File: src/rtl/writeback_arbiter_if.sv
// Register-file write-side bundle: ALU result input, LSU valid/ready result input,
// and the registered single write port toward the 32x64 register file.
interface writeback_arbiter_if #(
  parameter int DEPTH = 4
);
  localparam int CW = $clog2(DEPTH + 1);

  logic          alu_valid;
  logic [4:0]    alu_rd;
  logic [63:0]   alu_data;
  logic          alu_stall;
  logic          lsu_valid;
  logic          lsu_ready;
  logic [4:0]    lsu_rd;
  logic [63:0]   lsu_data;
  logic          RegWrite;
  logic [4:0]    WriteReg;
  logic [63:0]   WriteData;
  logic [CW-1:0] fifo_count;

  // Producer side: pipeline front-end / testbench.
  modport master (
    output alu_valid, alu_rd, alu_data, lsu_valid, lsu_rd, lsu_data,
    input  alu_stall, lsu_ready, RegWrite, WriteReg, WriteData, fifo_count
  );

  // Arbiter side.
  modport slave (
    input  alu_valid, alu_rd, alu_data, lsu_valid, lsu_rd, lsu_data,
    output alu_stall, lsu_ready, RegWrite, WriteReg, WriteData, fifo_count
  );
endinterface

File: src/rtl/writeback_arbiter.sv
// Merges single-cycle ALU results and FIFO-buffered LSU results into one registered
// register-file write port; ALU has priority, bounded by a starvation counter.
module writeback_arbiter #(
  parameter int DEPTH        = 4,
  parameter int STARVE_LIMIT = 3
) (
  input  logic               clk,
  input  logic               rst,
  writeback_arbiter_if.slave bus
);
  localparam int PW = $clog2(DEPTH);
  localparam int CW = $clog2(DEPTH + 1);
  localparam int SW = $clog2(STARVE_LIMIT + 1);

  typedef struct packed {
    logic [4:0]  rd;
    logic [63:0] data;
  } entry_t;

  entry_t mem [DEPTH];

  logic [PW-1:0] wr_ptr_q, wr_ptr_d;
  logic [PW-1:0] rd_ptr_q, rd_ptr_d;
  logic [CW-1:0] count_q, count_d;
  logic [SW-1:0] starve_q, starve_d;
  logic          reg_write_q, reg_write_d;
  logic [4:0]    write_reg_q, write_reg_d;
  logic [63:0]   write_data_q, write_data_d;

  logic   fifo_empty;
  logic   alu_stall;
  logic   lsu_ready;
  logic   alu_win;
  logic   push;
  logic   pop;
  entry_t head;

  assign fifo_empty = (count_q == '0);
  assign alu_stall  = (starve_q == SW'(STARVE_LIMIT));
  assign lsu_ready  = !rst && (count_q < CW'(DEPTH));
  assign head       = mem[rd_ptr_q];

  // rd==0 results are architecturally void: ALU ones lose arbitration, LSU ones
  // complete the handshake without occupying a slot.
  assign alu_win = bus.alu_valid && (bus.alu_rd != 5'd0) && !alu_stall;
  assign push    = bus.lsu_valid && lsu_ready && (bus.lsu_rd != 5'd0);
  assign pop     = !alu_win && !fifo_empty;

  always_comb begin
    wr_ptr_d     = wr_ptr_q;
    rd_ptr_d     = rd_ptr_q;
    count_d      = count_q;
    starve_d     = starve_q;
    reg_write_d  = 1'b0;
    write_reg_d  = 5'd0;
    write_data_d = 64'd0;

    if (push) wr_ptr_d = wr_ptr_q + 1'b1;
    if (pop)  rd_ptr_d = rd_ptr_q + 1'b1;

    case ({push, pop})
      2'b10:   count_d = count_q + 1'b1;
      2'b01:   count_d = count_q - 1'b1;
      default: count_d = count_q;
    endcase

    if (alu_win) begin
      reg_write_d  = 1'b1;
      write_reg_d  = bus.alu_rd;
      write_data_d = bus.alu_data;
    end else if (pop) begin
      reg_write_d  = 1'b1;
      write_reg_d  = head.rd;
      write_data_d = head.data;
    end

    // Only ALU wins over a waiting FIFO count toward starvation.
    if (pop || fifo_empty) starve_d = '0;
    else if (alu_win)      starve_d = starve_q + 1'b1;
  end

  always_ff @(posedge clk) begin
    if (rst) begin
      wr_ptr_q     <= '0;
      rd_ptr_q     <= '0;
      count_q      <= '0;
      starve_q     <= '0;
      reg_write_q  <= 1'b0;
      write_reg_q  <= 5'd0;
      write_data_q <= 64'd0;
    end else begin
      wr_ptr_q     <= wr_ptr_d;
      rd_ptr_q     <= rd_ptr_d;
      count_q      <= count_d;
      starve_q     <= starve_d;
      reg_write_q  <= reg_write_d;
      write_reg_q  <= write_reg_d;
      write_data_q <= write_data_d;
    end
  end

  // Storage carries no reset; validity is tracked solely by the pointers.
  always_ff @(posedge clk) begin
    if (push) mem[wr_ptr_q] <= '{rd: bus.lsu_rd, data: bus.lsu_data};
  end

  assign bus.alu_stall  = alu_stall;
  assign bus.lsu_ready  = lsu_ready;
  assign bus.RegWrite   = reg_write_q;
  assign bus.WriteReg   = write_reg_q;
  assign bus.WriteData  = write_data_q;
  assign bus.fifo_count = count_q;
endmodule

File: src/flat_wrapper.sv
// flat-port wrapper written by rule: the top's interface ports become plain ports
module writeback_arbiter_flat 
#(
  parameter int DEPTH        = 4,
  parameter int STARVE_LIMIT = 3
)
  (clk, rst, bus_alu_valid, bus_alu_rd, bus_alu_data, bus_lsu_valid, bus_lsu_rd, bus_lsu_data, bus_alu_stall, bus_lsu_ready, bus_RegWrite, bus_WriteReg, bus_WriteData, bus_fifo_count);
  writeback_arbiter_if #(.DEPTH(DEPTH)) bus_i ();
  input  logic clk;
  input  logic rst;
  input wire logic [$bits(bus_i.alu_valid)-1:0] bus_alu_valid;
  input wire logic [$bits(bus_i.alu_rd)-1:0] bus_alu_rd;
  input wire logic [$bits(bus_i.alu_data)-1:0] bus_alu_data;
  input wire logic [$bits(bus_i.lsu_valid)-1:0] bus_lsu_valid;
  input wire logic [$bits(bus_i.lsu_rd)-1:0] bus_lsu_rd;
  input wire logic [$bits(bus_i.lsu_data)-1:0] bus_lsu_data;
  output wire logic [$bits(bus_i.alu_stall)-1:0] bus_alu_stall;
  output wire logic [$bits(bus_i.lsu_ready)-1:0] bus_lsu_ready;
  output wire logic [$bits(bus_i.RegWrite)-1:0] bus_RegWrite;
  output wire logic [$bits(bus_i.WriteReg)-1:0] bus_WriteReg;
  output wire logic [$bits(bus_i.WriteData)-1:0] bus_WriteData;
  output wire logic [$bits(bus_i.fifo_count)-1:0] bus_fifo_count;
  assign bus_i.alu_valid = bus_alu_valid;
  assign bus_i.alu_rd = bus_alu_rd;
  assign bus_i.alu_data = bus_alu_data;
  assign bus_i.lsu_valid = bus_lsu_valid;
  assign bus_i.lsu_rd = bus_lsu_rd;
  assign bus_i.lsu_data = bus_lsu_data;
  assign bus_alu_stall = bus_i.alu_stall;
  assign bus_lsu_ready = bus_i.lsu_ready;
  assign bus_RegWrite = bus_i.RegWrite;
  assign bus_WriteReg = bus_i.WriteReg;
  assign bus_WriteData = bus_i.WriteData;
  assign bus_fifo_count = bus_i.fifo_count;
  writeback_arbiter #(.DEPTH(DEPTH), .STARVE_LIMIT(STARVE_LIMIT)) u_core (.clk(clk), .rst(rst), .bus(bus_i));
endmodule
File: config.mk
export PLATFORM = sky130hd
export DESIGN_NAME = writeback_arbiter_flat
export DESIGN_NICKNAME = d
export VERILOG_FILES = /design/src/rtl/writeback_arbiter_if.sv /design/src/rtl/writeback_arbiter.sv /design/src/flat_wrapper.sv
export SDC_FILE = /design/constraint.sdc
export NUM_CORES = 1
export LEC_CHECK = 0
export ABC_AREA = 1
export CORE_MARGIN = 8
export CORE_UTILIZATION = 54
export CTS_CLUSTER_DIAMETER = 60
export DETAILED_ROUTE_END_ITERATION = 8
export PLACE_DENSITY_LB_ADDON = 0.25
export SLEW_MARGIN = 0
export SYNTH_ARGS = -nofsm -noshare
export SYNTH_HDL_FRONTEND = slang
export SYNTH_SLANG_ARGS = --single-unit
File: constraint.sdc
create_clock -name clk -period 6.72 [get_ports clk]
set_input_delay 1.68 -clock clk [delete_from_list [all_inputs] [get_ports clk]]
set_output_delay 1.68 -clock clk [all_outputs]
set_load 0.03 [all_outputs]
After elaboration in Yosys (flattened, before gate mapping)
Memories as Yosys holds them, arrays and structs flattened. A register that Yosys moved wholly into a read port is not among the register bits. Cells that the tools add are included.

Bits in registers: 79. RAM bits: 276. Output and inout bits: 75. Word-level logic and storage cells: 44. Memories: 1.

Memories: u_core.mem (depth 4, width 69, read ports 1, clocked after memory_dff 1, write ports 1, line writeback_arbiter.sv:20) `entry_t mem [DEPTH];`.

Add/subtract/negate cells: 5. Order comparisons: 1. Equality and inequality tests: 3. Muxes and demuxes: 11. Reductions and logical operators: 16.

Operators with widths (number): 64-bit 2-to-1 mux (2); 5-bit 2-to-1 mux (2); 5-bit nonzero test (2); 2-bit by 1-bit adder with 2-bit output (second input constant) (3); 1-bit logical AND (6); 3-bit case mux with 2 select lines (1); 2-bit == test (second input constant) (2); 1-bit zero test (4); 1-bit 2-to-1 mux (4); 2-bit 2-to-1 mux (2); 3-bit by 1-bit adder with 3-bit output (second input constant) (1); 3-bit zero test (1); 3-bit less-than comparator (second input constant) (1); 3-bit by 1-bit subtractor with 3-bit output (second input constant) (1); 2-bit by 1-bit == test with 1-bit output (second input constant) (1); 2-bit nonzero test (1); 2-bit OR reduction (1); 1-bit logical OR (1).

Logic depth before layout (Yosys ltp)
Gate-level depths: netlist of the first run.

Word-level depth: 7. Gate-level depth with buffers: 14. Gate-level depth less buffers: 13.

Worst setup path after synthesis of the first run
OpenSTA, ideal clock, no wires.

Path type: in2reg. Start point: in rst. End point: mem u_core.mem[0][0] in the netlist's numbering, enable pin. Library setup time: 497 ps. Arrival time: 5248 ps. Required time: 6223 ps. Path slack: 975 ps. Stages: 4. Path through: clkbuf_1 -> nor3b_1 -> nand2_1 -> nor2_1.

Longest elaborated chain between the ends: 6.

Ends and longest elaborated chain: from (decl) (line flat_wrapper.sv:10) `input logic rst;`; 1-bit zero test (line writeback_arbiter.sv:40) `assign lsu_ready = !rst && (count_q < CW'(DEPTH));`; 1-bit logical AND (line writeback_arbiter.sv:40); 1-bit logical AND (2 in a row) (line writeback_arbiter.sv:46) `assign push = bus.lsu_valid && lsu_ready && (bus.lsu_rd != 5'd0);`; 1-bit 2-to-1 mux (line writeback_arbiter.sv:104) `if (push) mem[wr_ptr_q] <= '{rd: bus.lsu_rd, data: bus.lsu_data};`; 1-bit 2-to-1 mux (not written as such) (line writeback_arbiter.sv:104); to (decl) (line writeback_arbiter.sv:20).

No other way between the ends.

Final worst setup path of the first run
Start point: in rst. End point: out bus_lsu_ready.

Longest elaborated chain between the ends: 2.

Ends and longest elaborated chain: 1-bit zero test (line writeback_arbiter.sv:40); 1-bit logical AND (line writeback_arbiter.sv:40); to (decl) (line flat_wrapper.sv:18) `output wire logic [$bits(bus_i.lsu_ready)-1:0] bus_lsu_ready;`.

No other way between the ends.

==> qor.log, run 1 <==
qor: run_status.run_status completed
qor: sta.drv_slew 0
qor: global_route.global_route.overflow_total 0
qor: routing.finalWirelength 32.8 mm
qor: global_route.top_usage_layer met2
qor: yosys.synth_top_area_frac 0.590
qor: clock_network.tritoncts_clock_tree done
qor: routing.detail_route.drc_violations 0
qor: yosys.syn-instance-count 1323
qor: clock_network.holdBufCountCts 0
qor: pwr.ir_drop 203 uV
qor: sta.relSlewSlack 0.216
qor: sta.period_utilisation_layout 0.686
qor: pwr.p_leak 0.00701 uW
qor: yosys.yosysSeqAreaShare 0.705
qor: yosys.synth_commonest_cells sky130_fd_sc_hd__nand2_1, sky130_fd_sc_hd__edfxtp_1, sky130_fd_sc_hd__inv_1, sky130_fd_sc_hd__nand3_1, sky130_fd_sc_hd__nor2_1
qor: layout.layout-area-overhead-vs-synth 25.1%
qor: clock_network.clk_root_buffer_cell sky130_fd_sc_hd__clkbuf_16
qor: die.die_height 177 microns
qor: layout.numnets_final 1669
qor: critical_path.worst-path-max-fanout 17
qor: yosys.synth.most_common_cell sky130_fd_sc_hd__nand2_1
qor: yosys.synth_top_cells_by_area sky130_fd_sc_hd__edfxtp_1, sky130_fd_sc_hd__dfxtp_1, sky130_fd_sc_hd__nand2_1, sky130_fd_sc_hd__nand3_1, sky130_fd_sc_hd__inv_1
qor: yosys.synth.ff_latch_count 357
qor: routing.detail_route.first_pass.iterations 5
qor: placement.post_placement_cell_area 16400 sq um
qor: global_route.antenna_found_initial 4
qor: global_route.total_routing_usage_reported_by_global_routing 0.206
qor: clock_network.tritoncts.num_buffers 36
qor: sta.hold_violations 0
qor: run.drv_cap 0
qor: routing.vias_per_cell 5.22
qor: clock_network.clock-sinks 357
qor: critical_path.cp-start-kind input port
qor: pwr.power_density_relative_to_cell_area 340 nW/um^2
qor: layout.filler_cell_count 1884
qor: global_route.global_route.usage.met2 0.349
qor: pwr.comb_power_share 0.236
qor: worst_hold_path.worstHoldPathType reg -> reg
qor: placement.hpwl_dp 19.9 mm
qor: worst_hold_path.min_path_cells 1
qor: global_route.grt_first_pass_wirelength 51.3 mm
qor: global_route.via_count_of_the_first_global_routing_pass 10.0k
qor: pwr.netSwitchingPower 1810 uW
qor: sta.fin_setup_tns 0 ns
qor: die.start_util 0.544
qor: yosys.synth-edff-count 276
qor: layout.utilization 0.680
qor: pwr.swShare 0.303
qor: clock_network.post_cts_resized 0
qor: critical_path.worst-setup-path-type in -> out
qor: clock_network.clock_insertion_delay_worst_skew 0.50 ns
qor: sta.post-route-min-period 4.61 ns
qor: layout.insertedDiodeCount 0
qor: placement.place_congestion 0.772
qor: clock_network.cts_setup_buffers 0
qor: critical_path.critPathCaptureType output pin
qor: placement.place.port_buffers 216
qor: critical_path.arrival 2.93 ns
qor: pwr.share_clk_of_total_power 0.320
qor: clock_network.clockBufferDepth 3
qor: yosys.postSynthAreaPerCell 10.6 sq um
qor: sta.worst_margin_slew 1.18 ns
qor: pwr.cell_internal_pwr 4170 uW
qor: yosys.synth_fp_nets 1472
qor: routing.postRouteAntennaNets 0
qor: pwr.sequential_share_of_power 0.444
qor: layout.drive_above_1_share 0.0498
qor: yosys.yosys.area.top_type sky130_fd_sc_hd__edfxtp_1
qor: global_route.grt_use_met3 0.0568
qor: yosys.synth.cell_area 14000 sq um
qor: routing.detailroute.via_count 9825
qor: global_route.maximum_number_of_pins_on_one_net_before_global_route_repair 103
qor: sta.grt_setup_unrepaired no
qor: yosys.yosysUniqueCellTypes 22
qor: yosys.async_flop_share 0
qor: clock_network.h_tree_lvls 2
qor: routing.dr.first_iter.drc_count 848
qor: layout.layout.cell_area.non_filler 17600 sq um
qor: routing.route.detailed.wl_per_inst 17.4 microns
qor: die.coreArea 25800 sq um
qor: die.io-pin-count 217
qor: sta.post_route_skew 0.00992 ns
qor: critical_path.worstRegToRegCells 7
qor: yosys.yosysWarnings 0
qor: sta.achievable-frequency 0.217 GHz
qor: clock_network.cts.reportedPaths.clkPinSlew 0.06 ns
qor: sta.number_of_setup_violations_in_the_final_report 0
qor: global_route.grt.met1_usage 0.256
qor: die.die_x 177 microns
qor: critical_path.critPathRequiredTime 5.04 ns
qor: die.dieArea 31400 sq um
qor: die.num_rows 59
qor: yosys.synthFlopType sky130_fd_sc_hd__edfxtp_1
## layout by cell type (no fill, tap or decap), types with 2 or more instances in the layout
cell type	n
sky130_fd_sc_hd__dfxtp_1	79
sky130_fd_sc_hd__o21ai_0	78
sky130_fd_sc_hd__a21oi_1	45
sky130_fd_sc_hd__clkinvlp_4	2
sky130_fd_sc_hd__inv_1	165
sky130_fd_sc_hd__ha_1	6
sky130_fd_sc_hd__buf_4	13
sky130_fd_sc_hd__clkinv_2	5
sky130_fd_sc_hd__inv_4	2
sky130_fd_sc_hd__clkbuf_16	39
sky130_fd_sc_hd__clkbuf_1	10
sky130_fd_sc_hd__clkinv_1	5
sky130_fd_sc_hd__nand3_1	134
sky130_fd_sc_hd__o21ai_1	21
sky130_fd_sc_hd__edfxtp_1	276
sky130_fd_sc_hd__nor2_4	5
sky130_fd_sc_hd__clkdlybuf4s50_1	215
sky130_fd_sc_hd__clkbuf_8	3
sky130_fd_sc_hd__nand2_1	353
sky130_fd_sc_hd__nor2_1	79
## final cells by class
cell class | count | area [sq um] | share of cell area
inverter | 169 | 638 | 0.0363
sequential | 357 | 9910 | 0.564
multi-input combinational | 727 | 3200 | 0.182
tap | 335 | 419 | 0.0239
clock inverter | 12 | 86.3 | 0.00491
timing repair buffer | 229 | 2250 | 0.128
clock buffer | 52 | 1050 | 0.0600
## state kept, by name, indices dropped and copies added (netlist names), named ones only
name                   count
u_core.bus.RegWrite        1
u_core.bus.WriteData      64
u_core.bus.WriteReg        5
u_core.bus.fifo_count      3
u_core.mem               276
u_core.rd_ptr_q            2
u_core.starve_q            2
u_core.wr_ptr_q            2
## final timing paths
| check | startpoint | end | slack (ns) |
|---|---|---|---|
| max | rst | bus_lsu_ready | 2.11 |
| max reg2reg | flip-flop | u_core.bus.WriteData[10] | 3.45 |
| min | u_core.starve_q[0] | u_core.starve_q[0] | 0.44 |
| min reg2reg | u_core.starve_q[0] | u_core.starve_q[0] | 0.44 |
## per-stage QoR
step	std cells	total power, uW	hold WS (ns)	worst slack (ns)
detailed placement	1817	4110	0.431	2.09
CTS	1881	6020	0.439	2.10
floorplan	1323	3610	0.397	0.975
global placement	1817	4080	0.410	2.11
finish	1881	5980	0.438	2.11
global route	1881	6270	0.479	2.11
## cell families after synthesis
logic type	synth area share
buffers and inverters	0.0693
AND/OR/NAND/NOR	0.167
adder cells (fa/ha/maj)	0.00677
AO/OA/AOI/OAI	0.0513
flip-flops	0.705
## power groups by stage
| stage | Clock (uW) | Combinational [uW] | Sequential [uW] |
|---|---|---|---|
| 5_1_grt | 2030 | 1570 | 2680 |
| 2_1_floorplan | 0 | 778 | 2830 |
| 6_report | 1910 | 1410 | 2660 |
| 3_3_place_gp | 0 | 1390 | 2700 |
| 4_1_cts | 1940 | 1420 | 2660 |
| 3_5_place_dp | 0 | 1410 | 2700 |
## worst max-delay path, cell delays in order
cell and delay (ns):
sky130_fd_sc_hd__buf_2 0.22, sky130_fd_sc_hd__nor2_1 0.29, sky130_fd_sc_hd__clkdlybuf4s50_1 0.73
## layer usage
metal  wire, microns  vias to the layer above
li1                -                     4728
met1           13100                     4651
met2           15800                      378
met3            3100                       60
met4             711                        8
met5              51                        -
No activity file was read; power rests on OpenSTA's default activity.
==> run 2, diff against run 1 <==
--- a/config.mk
+++ b/config.mk
@@ -7,7 +7,7 @@
 export LEC_CHECK = 0
 export ABC_AREA = 1
 export CORE_MARGIN = 8
-export CORE_UTILIZATION = 54
+export CORE_UTILIZATION = 49
 export CTS_CLUSTER_DIAMETER = 60
 export DETAILED_ROUTE_END_ITERATION = 8
 export PLACE_DENSITY_LB_ADDON = 0.25
==> constraint.sdc (replaced) <==
create_clock -name clk -period 4.01 [get_ports clk]
set_input_delay 1.0025 -clock clk [delete_from_list [all_inputs] [get_ports clk]]
set_output_delay 1.0025 -clock clk [all_outputs]
set_load 0.03 [all_outputs]
==> qor.log, run 2 (synthesis results as in run 1) <==
qor: critical_path.worst-path-max-fanout 3 [-14]
qor: run_status.run_status completed
qor: layout.drive_above_1_share 0.0597 [+0.00992]
qor: critical_path.worstReg2RegEnd u_core.bus.fifo_count[2]
qor: sta.period_utilisation_layout 0.737
qor: critical_path.worstRegToRegCells 13 [+6]
qor: pwr.ir_drop 358 uV [+76%]
qor: layout.layout.cell_area.non_filler 17800 sq um [+1.4%]
qor: layout.layout_commonest_cell sky130_fd_sc_hd__nand2_1
qor: die.dieArea 34300 sq um [+9.3%]
qor: placement.post_placement_cell_area 16500 sq um [+0.63%]
qor: routing.wl_met3 2.64 mm [-15%]
qor: routing.detailroute.via_count 9697 [-1.3%]
qor: die.die_height 185 microns [+4.5%]
qor: worst_hold_path.worstHoldPathType reg -> reg
qor: clock_network.clk_root_buffer_cell sky130_fd_sc_hd__clkbuf_16
qor: clock_network.h_tree_lvls 2 [unchanged]
qor: clock_network.tritoncts.num_buffers 38 [+5.6%]
qor: critical_path.critPathCaptureType output pin
qor: sta.post_route_skew 0.0168 ns [+0.00690 ns]
qor: clock_network.post_cts_resized 0 [unchanged]
qor: clock_network.cts.reportedPaths.clkPinSlew 0.06 ns [about the same]
qor: worst_hold_path.min_path_cells 1 [unchanged]
qor: sta.grt_setup_unrepaired no
qor: clock_network.clockBufferDepth 3 [unchanged]
qor: worst_hold_path.holdCritStartpoint u_core.starve_q[0]
qor: sta.post-route-min-period 2.95 ns
qor: routing.vias_per_cell 4.99 [-4.4%]
qor: clock_network.clock_insertion_delay_worst_skew 0.51 ns [about the same]
qor: routing.met2WireLength 15.8 mm [+0.43%]
qor: die.io-pin-count 217 [unchanged]
qor: die.die_x 185 microns [+4.5%]
qor: placement.place.port_buffers 216 [unchanged]
qor: sta.relSlewSlack 0.197 [-0.0187]
qor: placement.hpwl_dp 19.7 mm [-0.74%]
qor: layout.numnets_final 1676 [+0.42%]
qor: die.num_rows 62 [+5.1%]
qor: routing.highest-signal-layer met5
qor: global_route.total_routing_usage_reported_by_global_routing 0.194 [-0.0126]
qor: clock_network.cts_setup_buffers 0 [unchanged]
qor: routing.drt-met1-wl 13.9 mm [+6.2%]
qor: die.coreArea 28500 sq um [+10%]
qor: global_route.antenna_found_initial 3 [-1]
qor: routing.detail_route.first_pass.iterations 5 [unchanged]
qor: critical_path.timing.reg2reg.setup_slack 1.51 ns [-1.94 ns]
qor: critical_path.worst-setup-path-type in -> out
qor: critical_path.reg2reg_from u_core.bus.fifo_count[2]
qor: placement.place_congestion 0.758 [-1.9%]
qor: clock_network.tritoncts_clock_tree done
qor: global_route.grt_first_pass_wirelength 52.5 mm [+2.4%]
qor: routing.postRouteAntennaNets 0 [unchanged]
qor: routing.dr.first_iter.drc_count 652 [-23%]
qor: global_route.maximum_number_of_pins_on_one_net_before_global_route_repair 117 [+14%]
qor: worst_hold_path.worst_hold_path.endpoint u_core.starve_q[0]
qor: routing.detail_route.drc_violations 0 [unchanged]
qor: sta.hold_violations 0 [unchanged]
qor: sta.achievable-frequency 0.339 GHz
qor: critical_path.arrival 1.95 ns [-0.98 ns]
qor: critical_path.critPathRequiredTime 3.01 ns [-2.03 ns]
qor: routing.route.detailed.wl_per_inst 17.0 microns [-2.4%]
qor: layout.largest_register_ffs 276 [unchanged]
qor: clock_network.clock-sinks 357 [unchanged]
qor: clock_network.holdBufCountCts 0 [unchanged]
qor: global_route.global_route.overflow_total 0 [unchanged]
qor: global_route.via_count_of_the_first_global_routing_pass 9996 [-0.46%]
qor: run.drv_cap 0 [unchanged]
qor: layout.layout-area-overhead-vs-synth 26.8%
qor: sta.drv_slew 0 [unchanged]
qor: layout.largest-register u_core.mem
qor: die.start_util 0.493 [-0.0503]
qor: routing.finalWirelength 33.0 mm [+0.78%]
qor: pwr.p_leak 0.00711 uW [+1.5%]
qor: sta.number_of_setup_violations_in_the_final_report 0 [unchanged]
qor: sta.worst_margin_slew 1.20 ns [+0.0281 ns]
qor: critical_path.cp-start-kind input port
qor: pwr.power_density_relative_to_cell_area 580 nW/um^2 [+70%]
qor: sta.fin_setup_tns 0 ns [unchanged]
qor: layout.most-common-layout-cells sky130_fd_sc_hd__nand2_1, sky130_fd_sc_hd__edfxtp_1, sky130_fd_sc_hd__clkdlybuf4s50_1, sky130_fd_sc_hd__inv_1, sky130_fd_sc_hd__nand3_1
## run 2: power by group
part,leakage (uW),total [uW],switching (uW),internal (uW)
Clock,0.000632,3500,1380,2120
Combinational,0.00330,2390,1570,821
Sequential,0.00317,4440,154,4280
Total,0.00711,10300,3110,7220
## run 2: worst max-delay path: stages
cell	delay, ns
sky130_fd_sc_hd__buf_2	0.15
sky130_fd_sc_hd__nor2_1	0.10
sky130_fd_sc_hd__clkdlybuf4s50_1	0.69
## run 2: final cells by class
class | instances | area (sq um)
fillers | 2250 | 10700
repair buffers | 234 | 2290
flip-flops and latches | 357 | 9910
inverters | 169 | 638
clock inverters | 22 | 200
diodes | 1 | 2.50
clock buffers | 48 | 1080
multi-input cells | 727 | 3200
well taps | 384 | 480
## run 2: worst max path at each step
stage	end	from	cells past startpoint	slack (ns)
2_1_floorplan	u_core.mem[0][0]	rst	4	-1.06
3_3_place_gp	u_core.bus.fifo_count[2]	bus_lsu_rd[2]	12	0.62
3_5_place_dp	u_core.bus.fifo_count[2]	bus_lsu_rd[3]	12	0.62
4_1_cts	bus_lsu_ready	rst	3	1.05
5_1_grt	u_core.bus.fifo_count[2]	bus_lsu_rd[1]	12	0.94
6_report	bus_lsu_ready	rst	3	1.06
## run 2: layer usage
metal | GRT usage | vias to the layer above
li1 | - | 4746
met1 | 0.243 | 4594
met2 | 0.324 | 301
met3 | 0.0532 | 52
met4 | 0.0579 | 4
met5 | 0 | -
## run 2: through the flow
stage                     instances  hold slack (ns)  setup slack [ns]  power (uW)   util
final                          1942            0.426              1.06       10300  0.626
after global routing           1942            0.461             0.936       10900  0.626
after CTS                      1941            0.430              1.05       10400  0.626
after global placement         1871            0.408             0.624        6880  0.581
after detailed placement       1871            0.421             0.616        6930  0.581
after floorplan                1323            0.397             -1.06        6040      -
==> run 3, diff against run 2 <==
--- a/config.mk
+++ b/config.mk
@@ -7,7 +7,7 @@
 export LEC_CHECK = 0
 export ABC_AREA = 1
 export CORE_MARGIN = 8
-export CORE_UTILIZATION = 49
+export CORE_UTILIZATION = 54
 export CTS_CLUSTER_DIAMETER = 60
 export DETAILED_ROUTE_END_ITERATION = 8
 export PLACE_DENSITY_LB_ADDON = 0.25
==> constraint.sdc (replaced) <==
create_clock -name clk -period 2.8 [get_ports clk]
set_input_delay 0.7 -clock clk [delete_from_list [all_inputs] [get_ports clk]]
set_output_delay 0.7 -clock clk [all_outputs]
set_load 0.03 [all_outputs]
==> qor.log, run 3 (synthesis results as in run 1) <==
qor: run_status.run_status completed
qor: die.die_x 177 microns [-4.3%]
qor: sta.number_of_setup_violations_in_the_final_report 0 [unchanged]
qor: sta.period_utilisation_layout 0.885
qor: layout.largest-register u_core.mem
qor: critical_path.worst-setup-path-type reg -> out
qor: pwr.swShare 0.298 [-0.00271]
qor: critical_path.slowest_stage sky130_fd_sc_hd__clkdlybuf4s50_1
qor: global_route.maximum_number_of_pins_on_one_net_before_global_route_repair 139 [+19%]
qor: sta.relSlewSlack 0.368 [+0.171]
qor: clock_network.tritoncts.num_buffers 37 [-2.6%]
qor: sta.fin_setup_tns 0 ns [unchanged]
qor: critical_path.critPathCaptureType output pin
qor: pwr.power_density_relative_to_cell_area 827 nW/um^2 [+43%]
qor: layout.most-common-layout-cells sky130_fd_sc_hd__nand2_1, sky130_fd_sc_hd__edfxtp_1, sky130_fd_sc_hd__clkdlybuf4s50_1, sky130_fd_sc_hd__inv_1, sky130_fd_sc_hd__nand3_1
qor: pwr.ir_drop 546 uV [+52%]
qor: pwr.comb_power_share 0.241 [+0.010]
qor: pwr.cell_internal_pwr 10500 uW [+45%]
qor: layout.layout-area-overhead-vs-synth 28.5%
qor: routing.dr.first_iter.drc_count 790 [+21%]
qor: die.num_rows 59 [-4.8%]
qor: sta.drv_slew 0 [unchanged]
qor: critical_path.worst-path-buf-inv 1 [-1]
qor: die.start_util 0.544 [+0.0503]
qor: sta.achievable-frequency 0.403 GHz
qor: clock_network.clock-sinks 357 [unchanged]
qor: critical_path.arrival 1.78 ns [-0.17 ns]
qor: pwr.sequential_share_of_power 0.421 [-0.008]
qor: placement.hpwl_dp 19.9 mm [+1.1%]
qor: critical_path.crit_path_max_incr_delay 0.79 ns [+0.10 ns]
qor: global_route.via_count_of_the_first_global_routing_pass 10.1k [+1.1%]
qor: run.drv_cap 0 [unchanged]
qor: clock_network.h_tree_lvls 2 [unchanged]
qor: clock_network.clockBufferDepth 3 [unchanged]
qor: global_route.antenna_found_initial 3 [unchanged]
qor: layout.layout_commonest_cell sky130_fd_sc_hd__nand2_1
qor: pwr.p_leak 0.00726 uW [+2.0%]
qor: critical_path.path_delay_family buffers and inverters
qor: clock_network.post_cts_resized 0 [unchanged]
qor: sta.worst_margin_slew 0.947 ns [-0.257 ns]
qor: worst_hold_path.worstHoldPathType reg -> reg
qor: sta.post-route-min-period 2.48 ns
qor: die.die_height 177 microns [-4.3%]
qor: global_route.total_routing_usage_reported_by_global_routing 0.207 [+0.0129]
qor: clock_network.cts.reportedPaths.clkPinSlew 0.06 ns [about the same]
qor: pwr.netSwitchingPower 4450 uW [+43%]
qor: global_route.global_route.overflow_total 0 [unchanged]
qor: pwr.share_clk_of_total_power 0.339 [about the same]
qor: sta.grt_setup_unrepaired no
qor: critical_path.timing.reg2reg.setup_slack 0.92 ns [-0.59 ns]
qor: critical_path.cp_cell_sequence clkdlybuf4s50_1
qor: layout.numnets_final 1695 [+1.1%]
qor: clock_network.cts_setup_buffers 0 [unchanged]
qor: global_route.grt_first_pass_wirelength 51.3 mm [-2.2%]
qor: routing.detailroute.via_count 9731 [+0.35%]
qor: die.coreArea 25800 sq um [-9.2%]
qor: layout.largest_register_ffs 276 [unchanged]
qor: sta.hold_violations 0 [unchanged]
qor: routing.route.detailed.wl_per_inst 17.1 microns [+0.40%]
qor: die.dieArea 31400 sq um [-8.5%]
qor: clock_network.tritoncts_clock_tree done
qor: routing.finalWirelength 32.6 mm [-1.2%]
qor: routing.detail_route.drc_violations 0 [unchanged]
qor: routing.vias_per_cell 5.09 [+2.0%]
qor: sta.hold-worst-slack 0.435 ns [+0.00892 ns]
qor: placement.place_congestion 0.740 [-2.3%]
qor: placement.place.port_buffers 216 [unchanged]
qor: routing.detail_route.first_pass.iterations 6 [+1]
qor: sta.post_route_skew 0.0207 ns [+0.00389 ns]
qor: die.io-pin-count 217 [unchanged]
qor: critical_path.cp-start-kind flip-flop
qor: layout.drive_above_1_share 0.0730 [+0.0133]
qor: clock_network.holdBufCountCts 0 [unchanged]
qor: clock_network.clock_insertion_delay_worst_skew 0.52 ns [about the same]
qor: routing.postRouteAntennaNets 0 [unchanged]
qor: clock_network.clk_root_buffer_cell sky130_fd_sc_hd__clkbuf_16
qor: critical_path.worst-path-max-fanout 5 [+2]
qor: critical_path.critPathRequiredTime 2.10 ns [-0.91 ns]
-- run 3: cell types whose count changed in the layout (fill, tap and decap cells not counted), moves of 2 or more --
cell	before	now
sky130_fd_sc_hd__buf_12	0	12
sky130_fd_sc_hd__buf_4	18	27
sky130_fd_sc_hd__clkbuf_16	42	39
sky130_fd_sc_hd__bufinv_16	3	5
sky130_fd_sc_hd__clkbuf_8	1	3
sky130_fd_sc_hd__clkinv_2	10	8
sky130_fd_sc_hd__nand2_2	0	2
-- run 3: power groups by stage --
stage | Combinational [uW] | Sequential (uW) | Clock (uW)
floorplan | 1880 | 6770 | 0
global placement | 3540 | 6380 | 0
detailed placement | 3590 | 6390 | 0
CTS | 3630 | 6280 | 5120
global route | 3950 | 6310 | 5350
finish | 3600 | 6280 | 5050
-- run 3: through the flow --
| stage | cell area (sq um) | util | total power, uW | worst slack, ns | cells |
|---|---|---|---|---|---|
| after floorplan | 14100 | - | 8650 | 0.0220 | 1323 |
| after global placement | 16800 | 0.649 | 9910 | 0.0667 | 1842 |
| after detailed placement | 16800 | 0.649 | 9980 | 0.0852 | 1842 |
| after CTS | 18000 | 0.699 | 15000 | 0.289 | 1910 |
| after global routing | 18100 | 0.699 | 15600 | 0.272 | 1911 |
| final | 18100 | 0.699 | 14900 | 0.321 | 1911 |
-- run 3: worst paths after layout --
| check | startpoint | endpoint | depth (start not counted) |
|---|---|---|---|
| worst max-delay path | u_core.bus.fifo_count[2] | bus_fifo_count[2] | 1 |
| worst min-delay path | u_core.starve_q[0] | u_core.starve_q[0] | 1 |
| worst max register to register | u_core.starve_q[0] | u_core.bus.fifo_count[2] | 13 |
| worst min register to register | u_core.starve_q[0] | u_core.starve_q[0] | 1 |
-- run 3: layout make-up --
cell class / count / area [sq um]
clock inverter: 22 / 248
timing repair buffer: 254 / 2590
fill: 1800 / 7790
tap: 335 / 419
multi-input combinational: 727 / 3210
sequential: 357 / 9910
antenna: 1 / 2.50
inverter: 169 / 637
clock buffer: 46 / 1030
-- run 3: metal layers --
layer  up-vias  global-route usage  part of all wire
met5         -                   0           0.00071
met3        52              0.0499             0.066
met4         4              0.0584             0.019
met1      4580               0.247              0.40
met2       303               0.366              0.51
li1       4792                   -                 -
